==> config.mk <==
export PLATFORM = sky130hd
export DESIGN_NAME = axi_lite_reg_router_flat
export DESIGN_NICKNAME = d
export VERILOG_FILES = /design/src/rtl/axi_lite_reg_router_if.sv /design/src/rtl/axi_lite_reg_router.sv /design/src/flat_wrapper.sv
export SDC_FILE = /design/constraint.sdc
export NUM_CORES = 1
export LEC_CHECK = 0
export BUFFER_PORTS_ARGS = -buffer_cell sky130_fd_sc_hd__buf_2
export CAP_MARGIN = 20
export CORE_ASPECT_RATIO = 0.75
export CORE_MARGIN = 10
export CORE_UTILIZATION = 42
export CTS_CLUSTER_DIAMETER = 60
export DETAILED_ROUTE_END_ITERATION = 10
export GPL_ROUTABILITY_DRIVEN = 0
export GPL_TIMING_DRIVEN = 0
export PLACE_DENSITY = 0.86
export SYNTH_ARGS = -nofsm -noshare
export SYNTH_HDL_FRONTEND = slang
export SYNTH_SLANG_ARGS = --single-unit
==> constraint.sdc <==
create_clock -name clk -period 2.85 [get_ports clk]
set_clock_uncertainty 0.05 [all_clocks]
set_input_delay 0.855 -clock clk [delete_from_list [all_inputs] [get_ports clk]]
set_output_delay 0.855 -clock clk [all_outputs]
set_load 0.01 [all_outputs]
==> src/rtl/axi_lite_reg_router_if.sv <==
// Bundle between the AXI Lite slave's register port, the router and the peripheral banks.
// The slave modport is the router's view; master is the surrounding environment.
interface axi_lite_reg_router_if #(
  parameter int unsigned ADDR_WIDTH      = 32,
  parameter int unsigned DATA_WIDTH      = 32,
  parameter int unsigned NUM_PORTS       = 4,
  parameter int unsigned PORT_ADDR_WIDTH = 8
);
  logic                            i_reg_in_rdy;
  logic                            o_reg_in_ack_stb;
  logic [ADDR_WIDTH-1:0]           i_reg_address;
  logic [DATA_WIDTH-1:0]           i_reg_in_data;
  logic                            i_reg_out_req;
  logic                            o_reg_out_rdy_stb;
  logic [DATA_WIDTH-1:0]           o_reg_out_data;
  logic                            o_reg_invalid_addr;
  logic [NUM_PORTS-1:0]            o_p_wr_stb;
  logic [NUM_PORTS-1:0]            o_p_rd_stb;
  logic [PORT_ADDR_WIDTH-1:0]      o_p_addr;
  logic [DATA_WIDTH-1:0]           o_p_wdata;
  logic [NUM_PORTS-1:0]            i_p_ack;
  logic [NUM_PORTS*DATA_WIDTH-1:0] i_p_rdata;
  logic [NUM_PORTS-1:0]            i_p_err;
  logic                            o_busy;

  modport slave (
    input  i_reg_in_rdy, i_reg_address, i_reg_in_data, i_reg_out_req,
    input  i_p_ack, i_p_rdata, i_p_err,
    output o_reg_in_ack_stb, o_reg_out_rdy_stb, o_reg_out_data, o_reg_invalid_addr,
    output o_p_wr_stb, o_p_rd_stb, o_p_addr, o_p_wdata, o_busy
  );

  modport master (
    output i_reg_in_rdy, i_reg_address, i_reg_in_data, i_reg_out_req,
    output i_p_ack, i_p_rdata, i_p_err,
    input  o_reg_in_ack_stb, o_reg_out_rdy_stb, o_reg_out_data, o_reg_invalid_addr,
    input  o_p_wr_stb, o_p_rd_stb, o_p_addr, o_p_wdata, o_busy
  );
endinterface

==> src/rtl/axi_lite_reg_router.sv <==
// Routes one register transaction at a time to a peripheral bank selected by address
// bits, waits for its ack with a timeout and reports data plus a DECERR-style flag.
module axi_lite_reg_router #(
  parameter int unsigned ADDR_WIDTH      = 32,
  parameter int unsigned DATA_WIDTH      = 32,
  parameter int unsigned NUM_PORTS       = 4,
  parameter int unsigned SEL_BITS        = 2,
  parameter int unsigned PORT_ADDR_WIDTH = 8,
  parameter int unsigned TIMEOUT         = 256
) (
  input logic                  clk,
  input logic                  rst_n,
  axi_lite_reg_router_if.slave bus
);
  localparam int unsigned TW     = $clog2(TIMEOUT);
  localparam int unsigned HI_LSB = PORT_ADDR_WIDTH + SEL_BITS;
  localparam int unsigned SW1    = SEL_BITS + 1;

  typedef enum logic [1:0] {IDLE, WAIT_ACK, RESPOND, RELEASE} state_t;

  state_t                     state_q, state_d;
  logic [TW-1:0]              timer_q, timer_d;
  logic [SEL_BITS-1:0]        sel_q, sel_d;
  logic                       is_wr_q, is_wr_d;
  logic [PORT_ADDR_WIDTH-1:0] p_addr_q, p_addr_d;
  logic [DATA_WIDTH-1:0]      p_wdata_q, p_wdata_d;
  logic [NUM_PORTS-1:0]       wr_stb_q, wr_stb_d;
  logic [NUM_PORTS-1:0]       rd_stb_q, rd_stb_d;
  logic                       ack_stb_q, ack_stb_d;
  logic                       rdy_stb_q, rdy_stb_d;
  logic [DATA_WIDTH-1:0]      rdata_q, rdata_d;
  logic                       invalid_q, invalid_d;
  logic                       busy_q, busy_d;

  logic [SEL_BITS-1:0]        dec_sel;
  logic                       dec_bad;
  logic                       ack_sel, err_sel;
  logic [DATA_WIDTH-1:0]      rdata_sel;
  logic                       first_wait;

  // Address decode of the incoming request
  always_comb begin
    dec_sel = bus.i_reg_address[PORT_ADDR_WIDTH +: SEL_BITS];
    dec_bad = ((bus.i_reg_address >> HI_LSB) != '0) ||
              ({1'b0, dec_sel} >= SW1'(NUM_PORTS));
  end

  // Response mux for the latched port; acks on any other port are ignored
  always_comb begin
    ack_sel   = 1'b0;
    err_sel   = 1'b0;
    rdata_sel = '0;
    for (int unsigned k = 0; k < NUM_PORTS; k++) begin
      if (sel_q == SEL_BITS'(k)) begin
        ack_sel   = bus.i_p_ack[k];
        err_sel   = bus.i_p_err[k];
        rdata_sel = bus.i_p_rdata[k*DATA_WIDTH +: DATA_WIDTH];
      end
    end
  end

  // Strobe cycle does not count toward the timeout
  assign first_wait = (|wr_stb_q) | (|rd_stb_q);

  always_comb begin
    state_d   = state_q;
    timer_d   = timer_q;
    sel_d     = sel_q;
    is_wr_d   = is_wr_q;
    p_addr_d  = p_addr_q;
    p_wdata_d = p_wdata_q;
    wr_stb_d  = '0;
    rd_stb_d  = '0;
    ack_stb_d = 1'b0;
    rdy_stb_d = 1'b0;
    rdata_d   = rdata_q;
    invalid_d = invalid_q;

    unique case (state_q)
      IDLE: begin
        if (bus.i_reg_in_rdy || bus.i_reg_out_req) begin
          is_wr_d = bus.i_reg_in_rdy;
          sel_d   = dec_sel;
          if (dec_bad) begin
            state_d   = RESPOND;
            invalid_d = 1'b1;
            if (bus.i_reg_in_rdy) begin
              ack_stb_d = 1'b1;
            end else begin
              rdy_stb_d = 1'b1;
              rdata_d   = '0;
            end
          end else begin
            state_d   = WAIT_ACK;
            timer_d   = '0;
            p_addr_d  = bus.i_reg_address[PORT_ADDR_WIDTH-1:0];
            p_wdata_d = bus.i_reg_in_data;
            if (bus.i_reg_in_rdy) wr_stb_d = NUM_PORTS'(1) << dec_sel;
            else                  rd_stb_d = NUM_PORTS'(1) << dec_sel;
          end
        end
      end
      WAIT_ACK: begin
        if (ack_sel) begin
          state_d   = RESPOND;
          invalid_d = err_sel;
          if (is_wr_q) begin
            ack_stb_d = 1'b1;
          end else begin
            rdy_stb_d = 1'b1;
            rdata_d   = err_sel ? '0 : rdata_sel;
          end
        end else if (timer_q == TW'(TIMEOUT - 1)) begin
          state_d   = RESPOND;
          invalid_d = 1'b1;
          if (is_wr_q) begin
            ack_stb_d = 1'b1;
          end else begin
            rdy_stb_d = 1'b1;
            rdata_d   = '0;
          end
        end else if (!first_wait) begin
          timer_d = timer_q + TW'(1);
        end
      end
      RESPOND: state_d = RELEASE;
      RELEASE: begin
        if (!bus.i_reg_in_rdy && !bus.i_reg_out_req) state_d = IDLE;
      end
      default: state_d = IDLE;
    endcase

    busy_d = (state_d != IDLE);
  end

  always_ff @(posedge clk) begin
    if (!rst_n) begin
      state_q   <= IDLE;
      timer_q   <= '0;
      sel_q     <= '0;
      is_wr_q   <= 1'b0;
      p_addr_q  <= '0;
      p_wdata_q <= '0;
      wr_stb_q  <= '0;
      rd_stb_q  <= '0;
      ack_stb_q <= 1'b0;
      rdy_stb_q <= 1'b0;
      rdata_q   <= '0;
      invalid_q <= 1'b0;
      busy_q    <= 1'b0;
    end else begin
      state_q   <= state_d;
      timer_q   <= timer_d;
      sel_q     <= sel_d;
      is_wr_q   <= is_wr_d;
      p_addr_q  <= p_addr_d;
      p_wdata_q <= p_wdata_d;
      wr_stb_q  <= wr_stb_d;
      rd_stb_q  <= rd_stb_d;
      ack_stb_q <= ack_stb_d;
      rdy_stb_q <= rdy_stb_d;
      rdata_q   <= rdata_d;
      invalid_q <= invalid_d;
      busy_q    <= busy_d;
    end
  end

  assign bus.o_reg_in_ack_stb   = ack_stb_q;
  assign bus.o_reg_out_rdy_stb  = rdy_stb_q;
  assign bus.o_reg_out_data     = rdata_q;
  assign bus.o_reg_invalid_addr = invalid_q;
  assign bus.o_p_wr_stb         = wr_stb_q;
  assign bus.o_p_rd_stb         = rd_stb_q;
  assign bus.o_p_addr           = p_addr_q;
  assign bus.o_p_wdata          = p_wdata_q;
  assign bus.o_busy             = busy_q;
endmodule

==> src/flat_wrapper.sv <==
// flat-port wrapper written by rule: the top's interface ports become plain ports
module axi_lite_reg_router_flat 
#(
  parameter int unsigned ADDR_WIDTH      = 32,
  parameter int unsigned DATA_WIDTH      = 32,
  parameter int unsigned NUM_PORTS       = 4,
  parameter int unsigned SEL_BITS        = 2,
  parameter int unsigned PORT_ADDR_WIDTH = 8,
  parameter int unsigned TIMEOUT         = 256
)
  (clk, rst_n, bus_i_reg_in_rdy, bus_i_reg_address, bus_i_reg_in_data, bus_i_reg_out_req, bus_i_p_ack, bus_i_p_rdata, bus_i_p_err, bus_o_reg_in_ack_stb, bus_o_reg_out_rdy_stb, bus_o_reg_out_data, bus_o_reg_invalid_addr, bus_o_p_wr_stb, bus_o_p_rd_stb, bus_o_p_addr, bus_o_p_wdata, bus_o_busy);
  axi_lite_reg_router_if #(.ADDR_WIDTH(ADDR_WIDTH), .DATA_WIDTH(DATA_WIDTH), .NUM_PORTS(NUM_PORTS), .PORT_ADDR_WIDTH(PORT_ADDR_WIDTH)) bus_i ();
  input logic clk;
  input logic rst_n;
  input wire logic [$bits(bus_i.i_reg_in_rdy)-1:0] bus_i_reg_in_rdy;
  input wire logic [$bits(bus_i.i_reg_address)-1:0] bus_i_reg_address;
  input wire logic [$bits(bus_i.i_reg_in_data)-1:0] bus_i_reg_in_data;
  input wire logic [$bits(bus_i.i_reg_out_req)-1:0] bus_i_reg_out_req;
  input wire logic [$bits(bus_i.i_p_ack)-1:0] bus_i_p_ack;
  input wire logic [$bits(bus_i.i_p_rdata)-1:0] bus_i_p_rdata;
  input wire logic [$bits(bus_i.i_p_err)-1:0] bus_i_p_err;
  output wire logic [$bits(bus_i.o_reg_in_ack_stb)-1:0] bus_o_reg_in_ack_stb;
  output wire logic [$bits(bus_i.o_reg_out_rdy_stb)-1:0] bus_o_reg_out_rdy_stb;
  output wire logic [$bits(bus_i.o_reg_out_data)-1:0] bus_o_reg_out_data;
  output wire logic [$bits(bus_i.o_reg_invalid_addr)-1:0] bus_o_reg_invalid_addr;
  output wire logic [$bits(bus_i.o_p_wr_stb)-1:0] bus_o_p_wr_stb;
  output wire logic [$bits(bus_i.o_p_rd_stb)-1:0] bus_o_p_rd_stb;
  output wire logic [$bits(bus_i.o_p_addr)-1:0] bus_o_p_addr;
  output wire logic [$bits(bus_i.o_p_wdata)-1:0] bus_o_p_wdata;
  output wire logic [$bits(bus_i.o_busy)-1:0] bus_o_busy;
  assign bus_i.i_reg_in_rdy = bus_i_reg_in_rdy;
  assign bus_i.i_reg_address = bus_i_reg_address;
  assign bus_i.i_reg_in_data = bus_i_reg_in_data;
  assign bus_i.i_reg_out_req = bus_i_reg_out_req;
  assign bus_i.i_p_ack = bus_i_p_ack;
  assign bus_i.i_p_rdata = bus_i_p_rdata;
  assign bus_i.i_p_err = bus_i_p_err;
  assign bus_o_reg_in_ack_stb = bus_i.o_reg_in_ack_stb;
  assign bus_o_reg_out_rdy_stb = bus_i.o_reg_out_rdy_stb;
  assign bus_o_reg_out_data = bus_i.o_reg_out_data;
  assign bus_o_reg_invalid_addr = bus_i.o_reg_invalid_addr;
  assign bus_o_p_wr_stb = bus_i.o_p_wr_stb;
  assign bus_o_p_rd_stb = bus_i.o_p_rd_stb;
  assign bus_o_p_addr = bus_i.o_p_addr;
  assign bus_o_p_wdata = bus_i.o_p_wdata;
  assign bus_o_busy = bus_i.o_busy;
  axi_lite_reg_router #(.ADDR_WIDTH(ADDR_WIDTH), .DATA_WIDTH(DATA_WIDTH), .NUM_PORTS(NUM_PORTS), .SEL_BITS(SEL_BITS), .PORT_ADDR_WIDTH(PORT_ADDR_WIDTH), .TIMEOUT(TIMEOUT)) u_core (.clk(clk), .rst_n(rst_n), .bus(bus_i));
endmodule
### Yosys cells after proc, flatten, opt, wreduce, memory -nomap -nowiden

Cells that the tools add are included.

| word-level totals | value |
|---|---|
| register bits | 97 |
| output and inout bits | 84 |

| operators by class | value |
|---|---|
| add/sub/neg operators | 1 |
| equal/unequal tests | 16 |
| shift operators | 1 |
| mux-type cells | 52 |
| bitwise gates (word level) | 6 |
| reductions and logical operators | 18 |

Operators with widths:

| operator | number |
|---|---|
| 32-bit two-way mux | 12 |
| 32-bit one-hot mux with 2 select lines | 1 |
| 8-bit two-way mux | 5 |
| 32-bit nonzero test | 1 |
| 1-bit two-way mux | 24 |
| 8-bit one-hot mux with 2 select lines | 1 |
| 2-bit inequality test (second input constant) | 6 |
| 6-bit AND reduction | 2 |
| 2-bit two-way mux | 5 |
| 5-bit OR reduction | 2 |
| 8-bit by 1-bit adder with 8-bit output (second input constant) | 1 |
| 2-bit equality test (second input constant) | 4 |
| 8-bit equality test (second input constant) | 1 |
| 2-bit one-hot mux with 4 select lines | 1 |
| 4-bit OR reduction | 2 |
| 1-bit one-hot mux with 2 select lines | 3 |
| 1-bit NOT | 5 |
| 2-bit by 1-bit equality test with 1-bit output (second input constant) | 2 |
| 2-bit zero test | 2 |
| 2-bit by 1-bit inequality test with 1-bit output (second input constant) | 2 |
| 4-bit AND reduction | 1 |
| 2-bit nonzero test | 2 |
| 1-bit by 2-bit left shift with 4-bit output (first input constant) | 1 |
| 3-bit by 1-bit inequality test with 1-bit output (second input constant) | 1 |
| other kinds (6) | 7 |

### Longest topological paths before layout

Gate-level depths: netlist of the first run.

| depth | value |
|---|---|
| depth in word-level cells | 9 |
| depth in mapped cells | 7 |
| mapped depth without buffers | 5 |

### Worst setup path after synthesis of the first run

No wires, ideal clock.

| timing | value |
|---|---|
| kind | input to register |
| from | in bus_i_p_ack[3] |
| to | reg u_core.timer_q[5] |
| arrival time | 2.545 ns |
| slack | 0.185 ns |
| cell stages on the path | 6 |
| cells stage by stage | mux4_2 > a41o_1 > o21a_1 > buf_6 > or4_1 > a21oi_1 |

| on the way | value |
|---|---|
| cells in the longest elaborated chain, start to end | 3 |

Ends and longest elaborated chain:

| element | RTL line | source |
|---|---|---|
| start: declaration | flat_wrapper.sv:19 | `input wire logic [$bits(bus_i.i_p_ack)-1:0] bus_i_p_ack;` |
| 1-bit two-way mux | axi_lite_reg_router.sv:54 | `if (sel_q == SEL_BITS'(k)) begin` |
| 2-bit inequality test (no line) | -- |  |
| 6-bit AND reduction (no line) | -- |  |
| end signal: assignment | axi_lite_reg_router.sv:153 | `timer_q <= timer_d;` |
| end: declaration | axi_lite_reg_router.sv:22 | `logic [TW-1:0] timer_q, timer_d;` |

No other way between the ends.
A chain may end at the register's enable or synchronous reset.

### Worst setup path after layout of the first run

| timing | value |
|---|---|
| from | in bus_i_reg_address[11] |
| to | reg u_core.rdata_q[21] (netlist: u_core.bus.o_reg_out_data[21]) |

| on the way | value |
|---|---|
| cells in the longest elaborated chain, start to end | 3 |

Ends and longest elaborated chain:

| element | RTL line | source |
|---|---|---|
| start: declaration | flat_wrapper.sv:16 | `input wire logic [$bits(bus_i.i_reg_address)-1:0] bus_i_reg_address;` |
| 32-bit nonzero test | axi_lite_reg_router.sv:44 | `dec_bad = ((bus.i_reg_address >> HI_LSB) != '0) \|\|` |
| 2-bit by 1-bit inequality test with 1-bit output (no line) | -- |  |
| 6-bit AND reduction (no line) | -- |  |
| end signal: assignment | axi_lite_reg_router.sv:162 | `rdata_q <= rdata_d;` |
| end: declaration | axi_lite_reg_router.sv:31 | `logic [DATA_WIDTH-1:0] rdata_q, rdata_d;` |

No other way between the ends.

==> summary.txt, run 1 <==
Outcome: completed
Die width: 138 µm
Final Cycle Share: 92.2%
Vias post-DR: 4,733
Inst Count DP: 909
Top_reg_cell synth: dfxtp_1
Clock root cell: clkbuf_16
Initial DRC Count: 254
Port Buffers: 287
Cell Rows: 32
Total of max-cap violations: 0
Cell Count, Final, Fillers Out: 925
Post-DP HPWL: 14.2 mm
Fin util: 61.5%
Post-synthesis net count: 691
Synth warn: 0
Avg Cell Area, Syn: 9.06 µm²
CP Cell Sequence: buf_2 -> nor4_1 -> nand4_1 -> o21ai_0 -> a21oi_2 -> clkbuf_1 -> o22ai_1
Die area: 15,000 µm²
Fillcell total: 918
Overall power: 3.00 mW
Critical Path Start Type: input pin
Pwr/cell area: 477 nW/µm²
CP endpoint kind: flop
Async set-reset flop share out of synthesis: 0%
Worst Path Buf+Inv: 2
Synth-to-Final Area Change: 43.0%
Post-Place Setup Slack: -62.8 ps
Most common cell in the netlist: nand2_1
Yosys top cell by area: dfxtp_1
Gr usage total: 20.7%
Clk buf depth: 2
Crit path DAT: 2830 ps
RSZ-0062 raised after global routing: no
Max frequency: 0.381 GHz
Post-synth EDFFs: 0
Layout cell share with drive strength beyond 1: 43.1%
CTS tree: built
Commonest cells in the synthesized netlist: nand2_1, dfxtp_1, a21oi_1
Routed wire length: 16.7 mm
CTS H-tree lvls: 3
Cells after Synth: 486
Final-report setup violation count: 0
Initial antenna violation count: 1
Gr ovfl total: 0
Synth top area share: 44.1%
Layout Nets: 989
Die Span Y: 109 µm
CP max stage delay: 520 ps
CP max stage cell: o21ai_0
First-pass GRT wire length: 25.2 mm
TNS Setup: 0 ps
Slew HR: 46.7%
Critical Path RT: 3050 ps
Largest net degree at the start of global routing: 16
Routed vias/inst: 5.12
Total CTS buffers: 9
Clk slew on worst S/H paths: 60 ps
Remaining DRCs: 0
Boundary Pins: 288
Pins Over Slew Limit: 0
Yosys cell types: 36
Crit path kind: input pin to flop
Post-layout min period: 2630 ps
Number of post-CTS setup repair buffers: 0
Seq/Total Area, Yosys: 44.1%
Number of routed nets with antenna violations: 0
Worst slew pin tran: 799 ps
Wire per inst: 18.1 µm
Peak supply drop: 290 µV
Dominant cells by area after synthesis: dfxtp_1, mux4_2, nand2_1
Core area: 10,200 µm²
Vias in the first global route: 4,879
CP max FO: 10
Sink Count: 97
Hold Crit Class: flop to flop
Flops & latches, synth: 97
Worst-Skew Late Latency: 340 ps
Lkg Pwr: 2.87 nW
Worst setup margin: 223 ps
Fin. Hold Viols: 0
Cell Area, Synth: 4410 µm²
Crit path max-delay family: compound AO/OA/AOI/OAI gates
Initial core utilization: 43.0%
First-pass DRT Iterations: 5
[cell usage in the layout (no fill, tap or decap), types with 2 or more instances in the layout]
master | synthesis | final
nand4_1 | 2 | 2
a311oi_1 | 2 | 2
nor3b_1 | 5 | 5
nor4_1 | 7 | 7
clkbuf_8 | 0 | 2
or4_1 | 6 | 6
dfxtp_1 | 97 | 97
nor2_1 | 9 | 9
and3_1 | 4 | 4
mux2i_1 | 2 | 2
nor3_1 | 4 | 4
nand2_1 | 125 | 125
a21oi_1 | 54 | 53
or3_1 | 3 | 3
inv_1 | 33 | 33
buf_6 | 2 | 2
o31ai_1 | 5 | 5
o21a_1 | 3 | 3
o22ai_1 | 30 | 30
o21ai_0 | 5 | 5
clkbuf_16 | 0 | 9
buf_2 | 0 | 287
buf_1 | 5 | 5
clkinvlp_4 | 0 | 2
nand3_1 | 8 | 8
clkbuf_1 | 28 | 28
mux4_2 | 34 | 34
[tightest hold or removal path: stages, from the launching register on]
cell,delay (ps)
dfxtp_1,310
nand2_1,50
a21oi_1,50
[through the flow]
stage                     hold slack, ps  area [µm²]
final                                401        6300
after global routing                 412        6300
after CTS                            402        6290
after detailed placement             393        6010
after global placement               389        6010
after floorplan                      398        4410
[layout make-up]
type                            count  area [µm²]  share of cell area (%)
Antenna cell                        1        2.50                  0.0397
Buffer                             35         146                    2.32
Clock buffer                       11         253                    4.01
Clock inverter                      4        28.8                   0.457
Inverter                           33         124                    1.97
Multi-Input combinational cell    321        2200                    34.9
Sequential cell                    97        1940                    30.8
Tap cell                          136         170                    2.70
Timing Repair Buffer              287        1440                    22.8
[report_power, final]
part	total, mW	leakage [nW]	internal [mW]	switching (mW)
clock network	1.13	0.134	0.634	0.497
logic	0.485	1.96	0.250	0.235
registers	1.39	0.783	1.38	0.0114
total	3.00	2.87	2.26	0.744
[layer usage]
layer	part of all wire [%]	vias up	track usage (%)
met5	0	-	0
met4	1.7	0	6.76
met3	8.9	20	8.25
met2	53	226	37.2
met1	37	2165	22.1
li1	-	2322	-
[flip-flops by register name, summed over array words and instances, names as in the netlist, 2 cells and up]
register,cells
u_core.bus.o_p_wdata,32
u_core.bus.o_reg_out_data,32
u_core.sel_q,2
u_core.bus.o_p_wr_stb,4
u_core.state_q,2
u_core.timer_q,8
u_core.bus.o_p_addr,8
u_core.bus.o_p_rd_stb,4
[kinds of logic after synthesis]
group	after synthesis	share of synthesized area, %
simple gates	178	17.7
flops	97	44.1
compound gates	106	13.9
buf+inv	68	6.13
fa+ha+maj	1	0.284
mux	36	17.8
[timing repair]
action,in CTS,in global routing
setup endpoints to repair,0,4
hold buffers,0,0
gates resized for setup,0,1
[path summary, 6_finish.rpt]
kind                                  from                       endpoint  slack, ps  depth (start not counted)
setup / recovery     bus_i_reg_address[11]  u_core.bus.o_reg_out_data[21]        220                          7
hold / removal    u_core.bus.o_p_wdata[23]       u_core.bus.o_p_wdata[23]        400                          2
setup reg to reg           u_core.sel_q[1]              u_core.timer_q[5]        290                          7
hold reg to reg   u_core.bus.o_p_wdata[23]       u_core.bus.o_p_wdata[23]        400                          2
Note: power is estimated with default switching activity, not from simulation.
==> run 2: changes to the inputs <==
Settings changed: CELL_PAD_IN_SITES_DETAIL_PLACEMENT set to 2, CELL_PAD_IN_SITES_GLOBAL_PLACEMENT set to 2, CORE_UTILIZATION 42 to 22, PLACE_DENSITY 0.86 to 0.85.
==> run 2 against run 1 <==
Net effect: sequential power about the same; largest cell class unchanged; wire length up 27%; final area up 2.8%; sequential share of layout area down 0.84 points; combinational power up 4%; largest power group unchanged.
==> summary.txt, run 2 (same netlist as run 1, synthesis figures left out) <==
# hold bufs at CTS: 0 (unchanged)
CTS tree: built
Hold WS: 407 ps (+5.44 ps)
Met3 GRT Util: 6.58% (-1.7 points)
Peak supply drop: 266 µV (-8.4%)
Cell Rows: 44 (+38%)
Met2 usage: 26.9% (-10 points)
First-pass GRT wire length: 32.1 mm (+28%)
Total CTS buffers: 9 (unchanged)
Die area: 26,100 µm² (+74%)
Vias post-DR: 4,874 (+3.0%)
Number of routed nets with antenna violations: 0 (unchanged)
Post-layout min period: 2670 ps (+44.3 ps)
Routed vias/inst: 4.68 (-8.5%)
Synth-to-Final Area Change: 47.0%
Die Span Y: 143 µm (+31%)
CTS H-tree lvls: 3 (unchanged)
Most common cell after layout, fill and taps aside: buf_2
Worst slew pin tran: 905 ps (+106 ps)
First-pass DRT Iterations: 4 (-1)
Lkg Pwr: 2.89 nW (+0.60%)
Largest net degree at the start of global routing: 19 (+3)
Crit path kind: input pin to flop
Routed wire length: 21.3 mm (+27%)
Post-Place Setup Slack: -385 ps (-322 ps)
Clk slew on worst S/H paths: 80 ps (+20 ps)
Sink Count: 97 (unchanged)
Overall power: 3.18 mW (+5.7%)
Hold-critical path endpoint: u_core.bus.o_p_wdata[8]
Post-Layout Inst Area: 6480 µm² (+2.8%)
Reg2reg setup slack: 250 ps (-40 ps)
Clock root cell: clkbuf_16
Post-DP HPWL: 17.8 mm (+26%)
CP endpoint kind: flop
Cell Area, Placed: 6160 µm² (+2.4%)
Fin. Hold Viols: 0 (unchanged)
Layout cell share with drive strength beyond 1: 43.7% (+0.51 points)
Pins Over Slew Limit: 0 (unchanged)
Reg-to-Reg Start: u_core.sel_q[1]
Wire per inst: 20.4 µm (+13%)
Gr usage total: 15.8% (-4.9 points)
Layout Nets: 988 (-0.10%)
Max frequency: 0.374 GHz (-1.7%)
Vias in the first global route: 5,429 (+11%)
Critical Path Start Type: input pin
Reg-to-Reg End: u_core.bus.o_reg_out_data[31]
Hold Crit Class: flop to flop
Hold Crit Start: u_core.bus.o_p_wdata[8]
Register-to-Register Path Depth: 6 (-1)
Antenna Cells: 0 (-1)
Worst-Skew Late Latency: 350 ps (about the same)
Boundary Pins: 288 (unchanged)
Worst setup margin: 179 ps (-44.3 ps)
GR Layer Usage met1: 18.4% (-3.7 points)
Initial antenna violation count: 2 (+1)
Final-report setup violation count: 0 (unchanged)
Crit path launch: bus_i_reg_in_rdy
Initial core utilization: 22.6% (-20 points)
Critical Path RT: 3010 ps (-40 ps)
Pwr/cell area: 490 nW/µm² (+2.8%)
Cells on Worst Hold Path: 2 (unchanged)
Port Buffers: 287 (unchanged)
Die width: 183 µm (+33%)
Crit path DAT: 2830 ps (about the same)
Outcome: completed
Commonest cells after routing, fill and taps aside: buf_2, nand2_1, dfxtp_1
Slew HR: 39.6% (-7.1 points)
GRT busiest layer: met2
Clk buf depth: 2 (unchanged)
Initial DRC Count: 179 (-30%)
Final Cycle Share: 93.7% (+1.6 points)
Remaining DRCs: 0 (unchanged)
Core area: 19,500 µm² (+90%)
Gr ovfl total: 0 (unchanged)
CP max FO: 10 (unchanged)
RSZ-0062 raised after global routing: no
Total of max-cap violations: 0 (unchanged)
run 2: stage by stage:
stage | utilization (%) | TNS, ps | cells
global route | 33.2 | 0 | 1041
global placement | 31.6 | -13180 | 1026
CTS | 33.2 | 0 | 1041
finish | 33.2 | 0 | 1041
detailed placement | 31.6 | -18570 | 1026
floorplan | - | 0 | 486
run 2: final cells by class:
class                           instances  area, µm²
Inverter                               33        124
Multi-Input combinational cell        321       2210
Tap cell                              253        317
Timing Repair Buffer                  287       1440
Clock inverter                          7       81.3
Fill cell                            2355      13000
Buffer                                 34        144
Clock buffer                            9        225
Sequential cell                        97       1940
run 2: worst max path at each step:
| stage | end | depth (start not counted) |
|---|---|---|
| 2_1_floorplan | u_core.timer_q[5] | 6 |
| 4_1_cts | u_core.bus.o_p_wdata[10] | 7 |
| 6_report | u_core.bus.o_reg_out_data[31] | 7 |
| 3_5_place_dp | u_core.bus.o_reg_out_data[25] | 7 |
| 5_1_grt | u_core.bus.o_reg_out_data[31] | 6 |
| 3_3_place_gp | u_core.bus.o_reg_out_data[18] | 7 |
run 2: where the power goes:
group          total [mW]  internal (mW)  switching (mW)  leakage, nW
registers            1.39           1.37          0.0159        0.783
logic               0.504          0.251           0.252         1.96
clock network        1.28          0.696           0.586        0.147
total                3.18           2.32           0.854         2.89
run 2: worst max-delay path, stage by stage:
cell,delay (ps)
buf_2,120
nor2_1,90
nor3_1,390
o21ai_0,280
a21oi_2,440
clkbuf_1,460
o22ai_1,180
run 2: routing by layer:
metal	up-vias	wire length, µm
li1	2322	-
met1	2366	8900
met2	167	10400
met3	15	1770
met4	4	156
met5	-	21
run 2: repair_timing:
item,CTS,global route
endpoints found under the setup margin,30,30
buffers inserted,0,0
resized for setup,2,3
pin swaps,0,0
